===== src/rtl/debounce_strobe_pkg.sv =====
// debounce_strobe_pkg
//   Shared definitions for the debounce/strobe block.
//   - EDGE_RISE / EDGE_FALL / EDGE_BOTH : strobe trigger encodings
//   - edge_match()  : does an accepted new level match the trigger mode
//   - cnt_width()   : debounce counter width, never below 1 bit
package debounce_strobe_pkg;

  localparam int EDGE_RISE = 0;
  localparam int EDGE_FALL = 1;
  localparam int EDGE_BOTH = 2;

  // new_level is the value q is about to take, so a rise means new_level==1.
  function automatic logic edge_match(input int mode, input logic new_level);
    case (mode)
      EDGE_RISE: return new_level;
      EDGE_FALL: return !new_level;
      EDGE_BOTH: return 1'b1;
      default:   return 1'b0;
    endcase
  endfunction

  function automatic int cnt_width(input int cycles);
    int w;
    w = $clog2(cycles + 1);
    return (w < 1) ? 1 : w;
  endfunction

endpackage


===== src/rtl/debounce_channel.sv =====
// debounce_channel
//   One input bit: synchroniser chain, debounce counter, stable level and
//   edge strobe.
//   Ports:
//     clk         in   clock, all state on rising edge
//     rst         in   synchronous active-low reset
//     d           in   raw asynchronous level
//     en          in   strobe enable (never blocks q updates)
//     q           out  registered debounced level
//     strobe      out  registered one-cycle pulse on an accepted matching edge
//     strobe_next out  combinational value strobe takes at the next edge,
//                      used by the parent to register strobe_any alongside
module debounce_channel
  import debounce_strobe_pkg::*;
#(
  parameter int DEBOUNCE_CYCLES = 8,
  parameter int SYNC_STAGES     = 2,
  parameter int EDGE_MODE       = EDGE_RISE
) (
  input  logic clk,
  input  logic rst,
  input  logic d,
  input  logic en,
  output logic q,
  output logic strobe,
  output logic strobe_next
);

  localparam int             CNT_W    = cnt_width(DEBOUNCE_CYCLES);
  localparam logic [CNT_W-1:0] CNT_LAST = CNT_W'(DEBOUNCE_CYCLES - 1);

  logic [SYNC_STAGES-1:0] sync_reg;
  logic [CNT_W-1:0]       cnt_reg;
  logic [CNT_W-1:0]       cnt_next;
  logic                   q_reg;
  logic                   q_next;
  logic                   strobe_reg;
  logic                   accept;
  logic                   s;

  assign s = sync_reg[SYNC_STAGES-1];

  // Any cycle where s agrees with q (including a one-cycle glitch mid-count)
  // drops the count back to 0. Acceptance happens on the cycle the count
  // has already reached its last value, so the counter never wraps.
  always_comb begin
    cnt_next    = '0;
    q_next      = q_reg;
    accept      = 1'b0;
    if (s != q_reg) begin
      if (cnt_reg == CNT_LAST) begin
        accept = 1'b1;
        q_next = s;
      end else begin
        cnt_next = cnt_reg + 1'b1;
      end
    end
    strobe_next = accept && en && edge_match(EDGE_MODE, s);
  end

  always_ff @(posedge clk) begin
    if (!rst) begin
      sync_reg   <= '0;
      cnt_reg    <= '0;
      q_reg      <= 1'b0;
      strobe_reg <= 1'b0;
    end else begin
      sync_reg   <= {sync_reg[SYNC_STAGES-2:0], d};
      cnt_reg    <= cnt_next;
      q_reg      <= q_next;
      strobe_reg <= strobe_next;
    end
  end

  assign q      = q_reg;
  assign strobe = strobe_reg;

endmodule


===== src/rtl/debounce_strobe.sv =====
// debounce_strobe
//   Multi-channel debouncer with per-channel edge strobes.
//   Ports:
//     clk        in   clock, all state on rising edge
//     rst        in   synchronous active-low reset
//     d          in   [CHANNELS] raw asynchronous levels
//     en         in   [CHANNELS] per-channel strobe enable
//     q          out  [CHANNELS] debounced stable levels
//     strobe     out  [CHANNELS] one-cycle pulses on accepted edges
//     strobe_any out  OR of strobe, registered in the same edge
module debounce_strobe
  import debounce_strobe_pkg::*;
#(
  parameter int CHANNELS        = 4,
  parameter int DEBOUNCE_CYCLES = 8,
  parameter int SYNC_STAGES     = 2,
  parameter int EDGE_MODE       = EDGE_RISE
) (
  input  logic                clk,
  input  logic                rst,
  input  logic [CHANNELS-1:0] d,
  input  logic [CHANNELS-1:0] en,
  output logic [CHANNELS-1:0] q,
  output logic [CHANNELS-1:0] strobe,
  output logic                strobe_any
);

  if (CHANNELS < 1 || CHANNELS > 32) begin : g_bad_channels
    $error("debounce_strobe: CHANNELS must be 1..32");
  end
  if (DEBOUNCE_CYCLES < 1 || DEBOUNCE_CYCLES > 65535) begin : g_bad_cycles
    $error("debounce_strobe: DEBOUNCE_CYCLES must be 1..65535");
  end
  if (SYNC_STAGES < 2 || SYNC_STAGES > 4) begin : g_bad_sync
    $error("debounce_strobe: SYNC_STAGES must be 2..4");
  end
  if (EDGE_MODE != EDGE_RISE && EDGE_MODE != EDGE_FALL && EDGE_MODE != EDGE_BOTH) begin : g_bad_mode
    $error("debounce_strobe: EDGE_MODE must be EDGE_RISE, EDGE_FALL or EDGE_BOTH");
  end

  logic [CHANNELS-1:0] strobe_next;
  logic                strobe_any_reg;

  for (genvar gi = 0; gi < CHANNELS; gi++) begin : g_chan
    debounce_channel #(
      .DEBOUNCE_CYCLES (DEBOUNCE_CYCLES),
      .SYNC_STAGES     (SYNC_STAGES),
      .EDGE_MODE       (EDGE_MODE)
    ) u_chan (
      .clk         (clk),
      .rst         (rst),
      .d           (d[gi]),
      .en          (en[gi]),
      .q           (q[gi]),
      .strobe      (strobe[gi]),
      .strobe_next (strobe_next[gi])
    );
  end

  // Built from the channels' next-strobe values so it lands in the same
  // cycle as the strobe bits rather than one cycle behind them.
  always_ff @(posedge clk) begin
    if (!rst) begin
      strobe_any_reg <= 1'b0;
    end else begin
      strobe_any_reg <= |strobe_next;
    end
  end

  assign strobe_any = strobe_any_reg;

endmodule

===== config.mk =====
export PLATFORM = sky130hd
export DESIGN_NAME = debounce_strobe
export DESIGN_NICKNAME = d
export VERILOG_FILES = /design/src/rtl/debounce_strobe_pkg.sv /design/src/rtl/debounce_channel.sv /design/src/rtl/debounce_strobe.sv
export SDC_FILE = /design/constraint.sdc
export NUM_CORES = 1
export LEC_CHECK = 0
export CORE_MARGIN = 8
export CORE_UTILIZATION = 30
export CTS_BUF_LIST = sky130_fd_sc_hd__clkbuf_4 sky130_fd_sc_hd__clkbuf_8
export DETAILED_ROUTE_END_ITERATION = 16
export SYNTH_ARGS = -nofsm -noshare
export SYNTH_HDL_FRONTEND = slang
export SYNTH_SLANG_ARGS = --single-unit

===== constraint.sdc =====
create_clock -name clk -period 1.27 [get_ports clk]
set_clock_uncertainty 0.15 [all_clocks]
set_input_delay 0.127 -clock clk [delete_from_list [all_inputs] [get_ports clk]]
set_output_delay 0.127 -clock clk [all_outputs]
set_load 0.01 [all_outputs]

Yosys cells after proc, flatten, opt, wreduce, memory -nomap -nowiden
Cells that the tools add are included.
- register bits after elaboration: 33
- word-level logic and storage cells: 59
- $add $sub $neg: 4
- eq/ne operators: 8
- multiplexer cells: 8
- bitwise operators: 5
- reductions and logical operators: 17
- operators by type and width (operator ; number):
    adder 4 x 1 -> 4 bit (second input constant) ; 4
    equality test 4 x 3 -> 1 bit (second input constant) ; 4
    OR reduction 3 bit ; 4
    logical AND 1 bit ; 8
    two-way mux 1 bit ; 8
    AND reduction 2 bit ; 4
    NOT 1 bit ; 5
    inequality test 1 bit ; 4
    OR reduction 4 bit ; 1

Depth between registers and ports, before layout
Gate-level depths: netlist of run 1.
- word-level depth: 6
- gate-level depth with buffers: 4
- mapped depth without buffers: 4

Cells and area by module
From an unflattened synthesis of run 1, not the netlist that was laid out.
- cell total of the unflattened synthesis: 110
- area total of the unflattened synthesis: 1227.4 µm²
- by module, submodules not included (module ; times used ; cells an instance ; area each (µm²)):
    debounce_channel ; 4 ; 27 ; 299.0
    debounce_strobe ; 1 ; 2 ; 31.3

Worst setup path after synthesis of run 1
No wires, ideal clock.
- path type: register to register
- from: register g_chan[0].u_chan.cnt_reg[0]
- to: register strobe_any_reg (netlist: strobe_any)
- library setup time: 0.125 ns
- data arrival time: 1.082 ns
- data required time: 0.995 ns
- path slack: -0.087 ns
- cell stages (with the launch flop): 5
- cells stage by stage: dfxtp_1 ha_1 nand3b_4 nor3_2 o41a_1
- longest elaborated chain between the ends: 6
- RTL lines (what ; RTL line ; text):
    start: declaration ; debounce_channel.sv:33 ; logic [CNT_W-1:0] cnt_reg;
    start signal: assignment ; debounce_channel.sv:69 ; cnt_reg <= cnt_next;
    equality test 4 x 3 -> 1 bit ; debounce_channel.sv:51 ; if (cnt_reg == CNT_LAST) begin
    two-way mux 1 bit ; debounce_channel.sv:51 ;
    two-way mux 1 bit ; debounce_channel.sv:50 ; if (s != q_reg) begin
    logical AND 1 bit (2 in series) ; debounce_channel.sv:58 ; strobe_next = accept && en && edge_match(EDGE_MODE, s);
    OR reduction 4 bit ; debounce_strobe.sv:66 ; strobe_any_reg <= |strobe_next;
    end signal: assignment ; debounce_strobe.sv:66 ;
    end: declaration ; debounce_strobe.sv:42 ; logic strobe_any_reg;
No other way between the ends.
A chain may end at the register's enable or synchronous reset.

Worst setup path in the final report of run 1
Same ends and word-level chain as after synthesis.

==> summary.txt, run 1 <==
Route
  • Routed wire per std cell: 10.92 um
  • Total DRC errors in the routed layout: 0
  • Vias per inst: 4.269
  • Aggregate routed wire length: 2194 um
  • Routed Antenna Nets: 0
  • Number of violations reported at the end of detailed-routing iteration 0: 27
  • Vias: 858
  • Number of detailed-routing iterations run before antenna repair: 4

GRT
  • Combined global-route utilization of all metal layers: 7.777%
  • Maximum number of pins on one net before global-route repair: 26
  • GRT overflow: 0
  • Antenna violations before repair: 0
  • Via count of the first global-routing pass: 922
  • Wire length of the first global-routing pass: 3781 um

CTS
  • Deepest level of the CTS H-tree: 2
  • Number of sinks handled by clock tree synthesis: 33
  • Number of buffers on the longest clock path: 2
  • Latest clock arrival within the worst-skew pair: 0.28 ns
  • Root buffer cell: clkbuf_8
  • Worst-path clk slew: 0.06 ns
  • Total CTS buffers: 5
  • TritonCTS clock tree: done
  • Post-cts hold buffer count: 0

Critical path
  • Cell at the slowest stage of the critical path: o41a_1
  • Crit path cell chain: ha_4 > nand3b_4 > nor3_2 > o41a_1
  • Required time at the endpoint of the critical path: 1.28 ns
  • Worst path arrival time: 1.30 ns
  • Beginning of the worst register-to-register path: g_chan[0].u_chan.cnt_reg[0]
  • Classification of the worst setup path: flop to flop
  • Start point of the critical path: g_chan[0].u_chan.cnt_reg[0]
  • Startpoint class of the critical path: flop
  • Worst Path Max Fanout: 2
  • Number of buffer and inverter stages on the critical path: 0
  • Max incr delay on CP: 0.41 ns
  • Largest delay share family, worst path: compound AO/OA/AOI/OAI gates
  • Endpoint type of the worst setup path: flop

Logic synthesis
  • Multiplexer fraction of the synthesized cell area: 3.210%
  • Synthesized-area fraction occupied by and/or/nand/nor cells: 23.87%
  • Area share of fa/ha/maj cells after synthesis: 4.012%
  • Syn avg cell area: 10.40 um2
  • Share of the synthesized area in compound gates (AO/OA/AOI/OAI): 0.9027%
  • Main combinational cell family by area after synthesis: simple AND/OR/NAND/NOR gates
  • Xor/xnor share of the synthesized area: 8.425%
  • Number of warnings issued by yosys: 0
  • Cell area after technology mapping: 1247 um2
  • Part of the Yosys area used for sequential elements: 52.96%
  • Synth unique cells: 20
  • Cells after synthesis: 120
  • Total nets after synthesis: 134
  • #FFs+latches synth: 33

Power
  • Sum of internal, switching and leakage power: 1.937 mW
  • PwrDens: 1120 nW/um2
  • Flop pwr share: 54.8%
  • Highest ir drop seen on vdd: 0.0006178 V
  • Leakage power total: 0.8554 nW
  • Switching share of power: 19.93%
  • Internal power: 1.551 mW
  • Proportion of power drawn by the clock network: 41.3%
  • Combinational cell fraction of total power: 3.9%
  • Reported net switching power: 0.3860 mW

Timing
  • Final setup violation count: 1
  • Slew at the pin closest to its max-slew limit: 0.2118 ns
  • Minimum setup slack in the final design: -0.01786 ns
  • Peak Freq: 0.7765 GHz
  • Count of endpoints failing hold in the final timing report: 0
  • Minimum period implied by the final worst setup slack: 1.288 ns
  • Share of the clock period used by the worst path after layout: 101.4%
  • Unrepaired setup endpoints after global routing: yes
  • Number of pins exceeding their max-slew limit in the final report: 0
  • Max-Slew Margin vs Limit: 85.80%

Finish
  • Number of flip-flops under the largest register name: 16
  • Multi-input gate area: 583.1 um2
  • Ratio of cells with drive above 1 in the final layout: 29.80%
  • Commonest non-fill, non-tap cells in the layout: 23 x dfxtp_1, 14 x buf_4, 12 x xor2_1, 12 x nor2_1, 11 x and2_1
  • Number of nets in the final layout: 165
  • Final cell area excluding filler cells: 1729 um2
  • Total area of sequential cells: 673.1 um2
  • Layout fillers: 386
  • Diode insertion count for antenna repair: 0
  • Most common cell after layout, fill and taps aside: dfxtp_1
  • Area growth syn-to-layout: 38.62%

Worst hold path
  • Min-Delay Path Class: primary input to flop
  • Launch point of the worst hold path: d[3]

Floorplanning
  • Vert. Die Dim: 80.49 um
  • Placeable core region: 4000 um2
  • Width of the die: 80.49 um
  • Area of the die: 6478 um2
  • Initial standard-cell utilization of the core: 31.19%
  • Std-Cell Rows: 23
  • Number of placed I/O pins: 19

Placed design
  • Placement-stage cell area: 1578 um2
  • Detail Placement HPWL: 1594 um
  • Final Wtd Congestion: 0.7224
  • Number of buffers added on ports: 18

Outcome
  • Violated checks: setup timing
  • Status: finished with violations

Job
  • Max-cap violations: 0
-- synth_stat cells --
master	count	share of area [%]
buf_4	8	4.8
nand3b_1	2	1.2
xor2_1	12	8.4
nor3_1	3	1.2
nand3b_4	1	1.6
nor2_1	12	3.6
ha_1	4	4.0
and2_2	1	0.60
nand3_1	8	3.2
mux2i_1	4	3.2
nor3_2	1	0.80
and3_1	4	2.0
and2_1	11	5.5
nand2_1	4	1.2
dfxtp_1	33	53
clkbuf_1	2	0.60
inv_1	4	1.2
nand3b_2	1	0.90
nor2b_1	4	2.0
o41a_1	1	0.90
-- power groups by stage --
| stage | Clock, mW | Combinational (mW) | Sequential (mW) |
|---|---|---|---|
| after detailed placement | 0 | 0.0740 | 1.08 |
| after global placement | 0 | 0.0725 | 1.08 |
| after floorplan | 0 | 0.0266 | 1.08 |
| final | 0.801 | 0.0752 | 1.06 |
| after CTS | 0.846 | 0.0753 | 1.06 |
| after global routing | 0.876 | 0.0843 | 1.06 |
-- layout make-up --
cell class / instances / share of cell area [%]
inverters: 4 / 0.8683
clock buffers: 7 / 5.210
well taps: 50 / 3.618
repair buffers: 34 / 17.66
multi-input cells: 73 / 33.72
flip-flops and latches: 33 / 38.93
-- routing by layer --
| metal | vias to the layer above | share of wire, % | track usage [%] |
|---|---|---|---|
| met5 | - | 0 | 0 |
| met4 | 0 | 3.6 | 6.000 |
| met3 | 7 | 6.4 | 3.571 |
| met2 | 18 | 48 | 13.23 |
| met1 | 395 | 42 | 7.045 |
| li1 | 438 | - | - |
-- stage by stage --
| step | setup WS [ns] | cells | util [%] | setup TNS (ns) | hold WS (ns) |
|---|---|---|---|---|---|
| finish | -0.01786 | 201 | 43.23 | -0.01786 | 0.2729 |
| global route | -0.05801 | 201 | 43.23 | -0.1353 | 0.2577 |
| CTS | -0.02968 | 202 | 42.63 | -0.02968 | 0.2613 |
| detailed placement | -0.09716 | 194 | 39.44 | -0.1209 | 0.2696 |
| global placement | -0.07670 | 194 | 39.44 | -0.1104 | 0.2678 |
| floorplan | -0.02768 | 120 | - | -0.02768 | 0.1043 |
-- path summary, 6_finish.rpt --
kind / to / slack (ns) / cells after the start
min reg2reg: g_chan[2].u_chan.sync_reg[1] / 0.28 / 1
min: g_chan[3].u_chan.sync_reg[0] / 0.27 / 2
max: strobe_any / -0.02 / 4
max reg2reg: strobe_any / -0.02 / 4
-- logic make-up (layout without fill, tap and decap cells) --
| group | Yosys count | after routing |
|---|---|---|
| buffers and inverters | 14 | 45 |
| xor gates and xnor gates | 12 | 12 |
| muxes | 4 | 4 |
| adders and majority gates | 4 | 4 |
| DFF | 33 | 33 |
| and+or+nand+nor | 52 | 52 |
| AOI/OAI and AO/OA | 1 | 1 |
-- timing repair --
item	CTS	global route
buffers inserted	2	0
pin swaps	7	5
endpoints found under the setup margin	11	10
resized for setup	21	6
(Power assumes the default switching activity.)
==> inputs of run 2 (changes only) <==
--- a/config.mk
+++ b/config.mk
@@ -9,6 +9,8 @@
 export CORE_UTILIZATION = 30
 export CTS_BUF_LIST = sky130_fd_sc_hd__clkbuf_4 sky130_fd_sc_hd__clkbuf_8
 export DETAILED_ROUTE_END_ITERATION = 16
+export DONT_BUFFER_PORTS = 1
+export SLEW_MARGIN = 20
 export SYNTH_ARGS = -nofsm -noshare
 export SYNTH_HDL_FRONTEND = slang
 export SYNTH_SLANG_ARGS = --single-unit
==> summary.txt, run 2 (synthesis results as in run 1) <==
GRT
  • Via count of the first global-routing pass: 929
  • Combined global-route utilization of all metal layers: 8.374%
  • Antenna violations before repair: 0
  • Maximum number of pins on one net before global-route repair: 26
  • GRT overflow: 0
  • Wire length of the first global-routing pass: 4064 um

Worst hold path
  • Min-Delay Path Class: primary input to flop

CTS
  • Root buffer cell: clkbuf_8
  • Total CTS buffers: 5
  • Post-cts hold buffer count: 8
  • Latest clock arrival within the worst-skew pair: 0.28 ns
  • TritonCTS clock tree: done
  • Worst-path clk slew: 0.07 ns
  • Number of buffers on the longest clock path: 2
  • Deepest level of the CTS H-tree: 2
  • Number of sinks handled by clock tree synthesis: 33

Critical path
  • Largest delay share family, worst path: compound AO/OA/AOI/OAI gates
  • Number of buffer and inverter stages on the critical path: 0
  • Startpoint class of the critical path: flop
  • Endpoint type of the worst setup path: flop
  • Worst Path Max Fanout: 2
  • Crit path cell chain: ha_4 > nand3b_4 > nor3_2 > o41a_1
  • Max incr delay on CP: 0.40 ns
  • Worst path arrival time: 1.32 ns
  • Required time at the endpoint of the critical path: 1.29 ns
  • Cell at the slowest stage of the critical path: o41a_1
  • Classification of the worst setup path: flop to flop

Route
  • Routed wire per std cell: 12.24 um
  • Total DRC errors in the routed layout: 0
  • Aggregate routed wire length: 2351 um
  • Vias: 830
  • Number of violations reported at the end of detailed-routing iteration 0: 42
  • Number of detailed-routing iterations run before antenna repair: 4
  • Routed Antenna Nets: 0
  • Vias per inst: 4.323

Timing
  • Max-Slew Margin vs Limit: 84.67%
  • Minimum setup slack in the final design: -0.03015 ns
  • Share of the clock period used by the worst path after layout: 102.4%
  • Final setup violation count: 1
  • Total Negative Setup Slacks: -0.03015 ns
  • Count of endpoints failing hold in the final timing report: 28
  • Peak Freq: 0.7691 GHz
  • WHS: -0.1766 ns
  • Number of pins exceeding their max-slew limit in the final report: 0
  • Slew at the pin closest to its max-slew limit: 0.2287 ns
  • Unrepaired setup endpoints after global routing: yes
  • Minimum period implied by the final worst setup slack: 1.300 ns

Finish
  • Count of non-filler cells in the finished layout: 192
  • Number of nets in the final layout: 155
  • Ratio of cells with drive above 1 in the final layout: 33.10%
  • Commonest non-fill, non-tap cells in the layout: 25 x dfxtp_1, 18 x buf_4, 12 x nor2_1, 11 x xor2_1, 11 x and2_1
  • Diode insertion count for antenna repair: 0
  • Area growth syn-to-layout: 30.09%
  • Most common cell after layout, fill and taps aside: dfxtp_1
  • Number of flip-flops under the largest register name: 16

Floorplanning
  • Number of placed I/O pins: 19
  • Area of the die: 6478 um2
  • Initial standard-cell utilization of the core: 31.19%
  • Std-Cell Rows: 23
  • Width of the die: 80.49 um
  • Vert. Die Dim: 80.49 um
  • Placeable core region: 4000 um2

Placed design
  • DP Cell Count: 177
  • Number of buffers added on ports: 0
  • Post-Place Worst Slack: -0.1054 ns
  • Final Wtd Congestion: 0.7087
  • Detail Placement HPWL: 1661 um

Outcome
  • Status: finished with violations
  • Violated checks: hold timing, setup timing

Power
  • Leakage power total: 0.7852 nW
  • PwrDens: 1159 nW/um2
  • Highest ir drop seen on vdd: 0.0008155 V
  • Sum of internal, switching and leakage power: 1.880 mW

Job
  • Max-cap violations: 0
run 2: cell count changes in the layout (fill, tap and decap cells not counted), sizes merged:
cell	before	now
clkdlybuf4s50	9	0
clkinv	0	2
buf	16	19
dlygate4sd2	9	0
clkbuf	7	6
dlygate4sd3	0	5
run 2: layout make-up:
type / instances / area (um2)
fill: 393 / 2377
clock buffer: 6 / 76.32
inverter: 4 / 15.01
multi-input combinational: 73 / 591.8
sequential: 33 / 670.6
timing repair buffer: 24 / 196.4
tap: 50 / 62.56
clock inverter: 2 / 10.01
run 2: layer usage:
layer / GRT usage, % / up-vias / routed length (um)
met5: 0 / - / 0
met4: 4.364 / 0 / 54
met3: 5.915 / 5 / 230
met2: 13.15 / 19 / 1137
met1: 8.018 / 386 / 929
li1: - / 420 / -
run 2: worst paths after layout:
| kind | from | endpoint | slack [ns] | cells past startpoint |
|---|---|---|---|---|
| setup / recovery | g_chan[3].u_chan.cnt_reg[0] | strobe_any | -0.03 | 4 |
| hold / removal | rst | g_chan[3].u_chan.strobe | -0.18 | 1 |
| setup reg to reg | g_chan[3].u_chan.cnt_reg[0] | strobe_any | -0.03 | 4 |
| hold reg to reg | g_chan[2].u_chan.sync_reg[0] | g_chan[2].u_chan.sync_reg[1] | 0.29 | 1 |
run 2: what timing repair did:
action / CTS / global route
setup endpoints to repair: 3 / 16
gates cloned: 0 / 0
endpoints found under the hold margin: 33 / 28
pin swaps: 6 / 1
buffers inserted: 3 / 0
resized for setup: 9 / 8
run 2: per-stage QoR:
stage	cell area [um2]	util, %
after CTS	1613	40.32
after floorplan	1270	-
after global placement	1393	34.81
final	1623	40.57
after detailed placement	1393	34.81
after global routing	1623	40.57
run 2: report_power, final:
group	leakage [nW]	switching [mW]	internal [mW]
combinational	0.465	0.0154	0.0288
sequential	0.272	0.0102	1.05
clock	0.0484	0.374	0.401
total	0.785	0.400	1.48
run 2: worst register-to-register path: cells and delay by family (launching register included):
kind | cells | cell delay (ns)
compound gates | 1 | 0.40
fa+ha+maj | 1 | 0.17
flops | 1 | 0.34
simple gates | 2 | 0.14
==> inputs of run 3 (changes only) <==
--- a/config.mk
+++ b/config.mk
@@ -5,12 +5,13 @@
 export SDC_FILE = /design/constraint.sdc
 export NUM_CORES = 1
 export LEC_CHECK = 0
+export ABC_AREA = 1
 export CORE_MARGIN = 8
-export CORE_UTILIZATION = 30
+export CORE_UTILIZATION = 25
 export CTS_BUF_LIST = sky130_fd_sc_hd__clkbuf_4 sky130_fd_sc_hd__clkbuf_8
 export DETAILED_ROUTE_END_ITERATION = 16
 export DONT_BUFFER_PORTS = 1
-export SLEW_MARGIN = 20
+export SLEW_MARGIN = 25
 export SYNTH_ARGS = -nofsm -noshare
 export SYNTH_HDL_FRONTEND = slang
 export SYNTH_SLANG_ARGS = --single-unit
==> summary.txt, run 3 <==
Floorplanning
  • Std-Cell Rows: 26
  • Initial standard-cell utilization of the core: 25.90%
  • Width of the die: 88.98 um
  • Area of the die: 7917 um2
  • Placeable core region: 5140 um2
  • Vert. Die Dim: 88.98 um
  • Number of placed I/O pins: 19

Timing
  • WHS: 0.2692 ns
  • Minimum period implied by the final worst setup slack: 1.217 ns
  • Max-Slew Margin vs Limit: 62.50%
  • Minimum setup slack in the final design: 0.05315 ns
  • Number of pins exceeding their max-slew limit in the final report: 0
  • Peak Freq: 0.8218 GHz
  • Final setup violation count: 0
  • Share of the clock period used by the worst path after layout: 95.81%
  • Slew at the pin closest to its max-slew limit: 0.5625 ns
  • Total Negative Setup Slacks: 0 ns
  • Count of endpoints failing hold in the final timing report: 0

Logic synthesis
  • Cell area after technology mapping: 1331 um2
  • Synth unique cells: 19
  • Area share of the leading cell type in the synthesized netlist: 49.62%
  • Most common cell in the synthesized netlist: dfxtp_1
  • Yosys top cell by area: dfxtp_1
  • Top cells by area in the synthesized netlist: dfxtp_1 50%, nor2_1 7.3%, inv_1 6.8%, buf_4 5.1%, nand2_1 4.2%
  • Cells after synthesis: 152
  • Flip-flop cell with the highest count after synthesis: dfxtp_1
  • Async set or reset register ratio after synthesis: 0%
  • Total nets after synthesis: 166
  • #FFs+latches synth: 33
  • Number of warnings issued by yosys: 0
  • Synth cell count leaders: 33 x dfxtp_1, 26 x nor2_1, 24 x inv_1
  • Number of enable-type register cells in the synthesized netlist: 0
  • Syn avg cell area: 8.758 um2
  • Part of the Yosys area used for sequential elements: 49.62%

GRT
  • Combined global-route utilization of all metal layers: 6.096%
  • Wire length of the first global-routing pass: 3456 um
  • Antenna violations before repair: 0
  • GRT overflow: 0
  • Maximum number of pins on one net before global-route repair: 11
  • Via count of the first global-routing pass: 851

Route
  • Routed wire per std cell: 9.374 um
  • Top metal layer carrying routed signals: met4
  • Aggregate routed wire length: 2203 um
  • Number of detailed-routing iterations run before antenna repair: 4
  • Routed length on met1: 916 um
  • Met3 routed wirelength: 240 um
  • Total DRC errors in the routed layout: 0
  • Vias: 873
  • Routed wire length on met2: 960 um
  • Routed Antenna Nets: 0
  • Number of violations reported at the end of detailed-routing iteration 0: 10
  • Vias per inst: 3.715

Critical path
  • Largest delay share family, worst path: flip-flops
  • Register-to-register setup slack: 0.05 ns
  • Start point of the critical path: g_chan[2].u_chan.cnt_reg[0]
  • Capturing element of the worst setup path: g_chan[2].u_chan.q
  • Destination of the worst register-to-register timing path: g_chan[2].u_chan.q
  • Count of cell instances traversed by the critical path: 6
  • Endpoint type of the worst setup path: flop
  • Worst path arrival time: 1.24 ns
  • Crit path cell chain: ha_2 > nand2_2 > nor2_4 > inv_2 > o21ai_2 > a21oi_1
  • Beginning of the worst register-to-register path: g_chan[2].u_chan.cnt_reg[0]
  • Number of buffer and inverter stages on the critical path: 1
  • Startpoint class of the critical path: flop
  • Max incr delay on CP: 0.35 ns
  • Required time at the endpoint of the critical path: 1.29 ns
  • Logic depth of the worst register-to-register path: 6
  • Cell at the slowest stage of the critical path: dfxtp_2
  • Worst Path Max Fanout: 3
  • Classification of the worst setup path: flop to flop

Placed design
  • Post-Place Worst Slack: 0.04863 ns
  • DP Cell Count: 215
  • Detail Placement HPWL: 1530 um
  • Placement-stage cell area: 1363 um2
  • Number of buffers added on ports: 0
  • Final Wtd Congestion: 0.7194

Finish
  • Number of flip-flops under the largest register name: 16
  • Diode insertion count for antenna repair: 0
  • Final cell area excluding filler cells: 1652 um2
  • Ratio of cells with drive above 1 in the final layout: 27.88%
  • Post-layout utilization of the core: 32.13%
  • Count of non-filler cells in the finished layout: 235
  • Commonest non-fill, non-tap cells in the layout: 26 x dfxtp_1, 25 x nor2_1, 23 x inv_1, 14 x nand2_1, 11 x dlygate4sd3_1
  • Most common cell after layout, fill and taps aside: dfxtp_1
  • Layout fillers: 563
  • Area growth syn-to-layout: 24.06%
  • Number of nets in the final layout: 178

Power
  • Leakage power total: 0.7069 nW
  • Highest ir drop seen on vdd: 0.0003402 V
  • PwrDens: 1205 nW/um2
  • Sum of internal, switching and leakage power: 1.991 mW

CTS
  • TritonCTS clock tree: done
  • Number of sinks handled by clock tree synthesis: 33
  • Deepest level of the CTS H-tree: 2
  • Latest clock arrival within the worst-skew pair: 0.29 ns
  • Root buffer cell: clkbuf_8
  • Number of buffers on the longest clock path: 2
  • Worst-path clk slew: 0.07 ns
  • Total CTS buffers: 5

Job
  • Max-cap violations: 0

Outcome
  • Status: complete, no violations

Worst hold path
  • Min-Delay Path Class: flop to flop
  • Hold Path Stages: 1
## run 3: changes by cell type after synthesis, moves of 6 or more
| cell | change |
|---|---|
| inv_1 | +20 |
| xor2_1 | -6 |
| and2_1 | -11 |
| nand2_1 | +11 |
| nor2_1 | +14 |
## run 3: power by group
part | total [mW] | switching (mW) | internal [mW] | leakage, nW
registers | 1.06 | 0.00933 | 1.05 | 0.271
logic | 0.0723 | 0.0338 | 0.0384 | 0.381
clock network | 0.859 | 0.370 | 0.489 | 0.0542
## run 3: worst reg2reg max path: stages, from the launching register on
cell	delay, ns
dfxtp_2	0.35
ha_2	0.19
nand2_2	0.07
nor2_4	0.13
inv_2	0.07
o21ai_2	0.10
a21oi_1	0.05
## run 3: layer usage
metal  track usage [%]  up-vias
met5                 0        -
met2             8.962       22
met3             3.860        7
met1             5.665      373
met4             5.891        0
li1                  -      471
## run 3: final cells by class
| cell class | count | area [um2] | share of cell area [%] |
|---|---|---|---|
| clock buffer | 7 | 96.34 | 5.833 |
| sequential | 33 | 671.9 | 40.68 |
| tap | 70 | 87.58 | 5.303 |
| timing repair buffer | 15 | 145.1 | 8.788 |
| inverter | 27 | 101.3 | 6.136 |
| multi-input combinational | 82 | 544.3 | 32.95 |
| clock inverter | 1 | 5.005 | 0.3030 |
## run 3: how the worst min path moves through the flow
stage                                  from                      endpoint  slack [ns]
6_report        g_chan[0].u_chan.cnt_reg[0]   g_chan[0].u_chan.cnt_reg[0]        0.27
2_1_floorplan                          d[0]  g_chan[0].u_chan.sync_reg[0]        0.07
4_1_cts        g_chan[1].u_chan.sync_reg[0]  g_chan[1].u_chan.sync_reg[1]        0.29
3_5_place_dp                            rst  g_chan[3].u_chan.sync_reg[0]        0.08
5_1_grt         g_chan[0].u_chan.cnt_reg[0]   g_chan[0].u_chan.cnt_reg[0]        0.28
3_3_place_gp                            rst  g_chan[3].u_chan.sync_reg[0]        0.08
## run 3: cells by family (layout without fill, tap and decap cells)
| group | after synthesis | count (layout) | share of synthesized area [%] |
|---|---|---|---|
| xor+xnor | 8 | 8 | 5.263 |
| compound gates | 10 | 10 | 4.887 |
| fa+ha+maj | 4 | 4 | 3.760 |
| flops | 33 | 33 | 49.62 |
| buf+inv | 37 | 50 | 13.53 |
| simple gates | 60 | 60 | 22.93 |
## run 3: timing repair
action | CTS | global route
setup buffers | 0 | 0
hold buffers | 12 | 0
endpoints found under the hold margin | 33 | 0
resized for setup | 0 | 22
endpoints found under the setup margin | 0 | 24
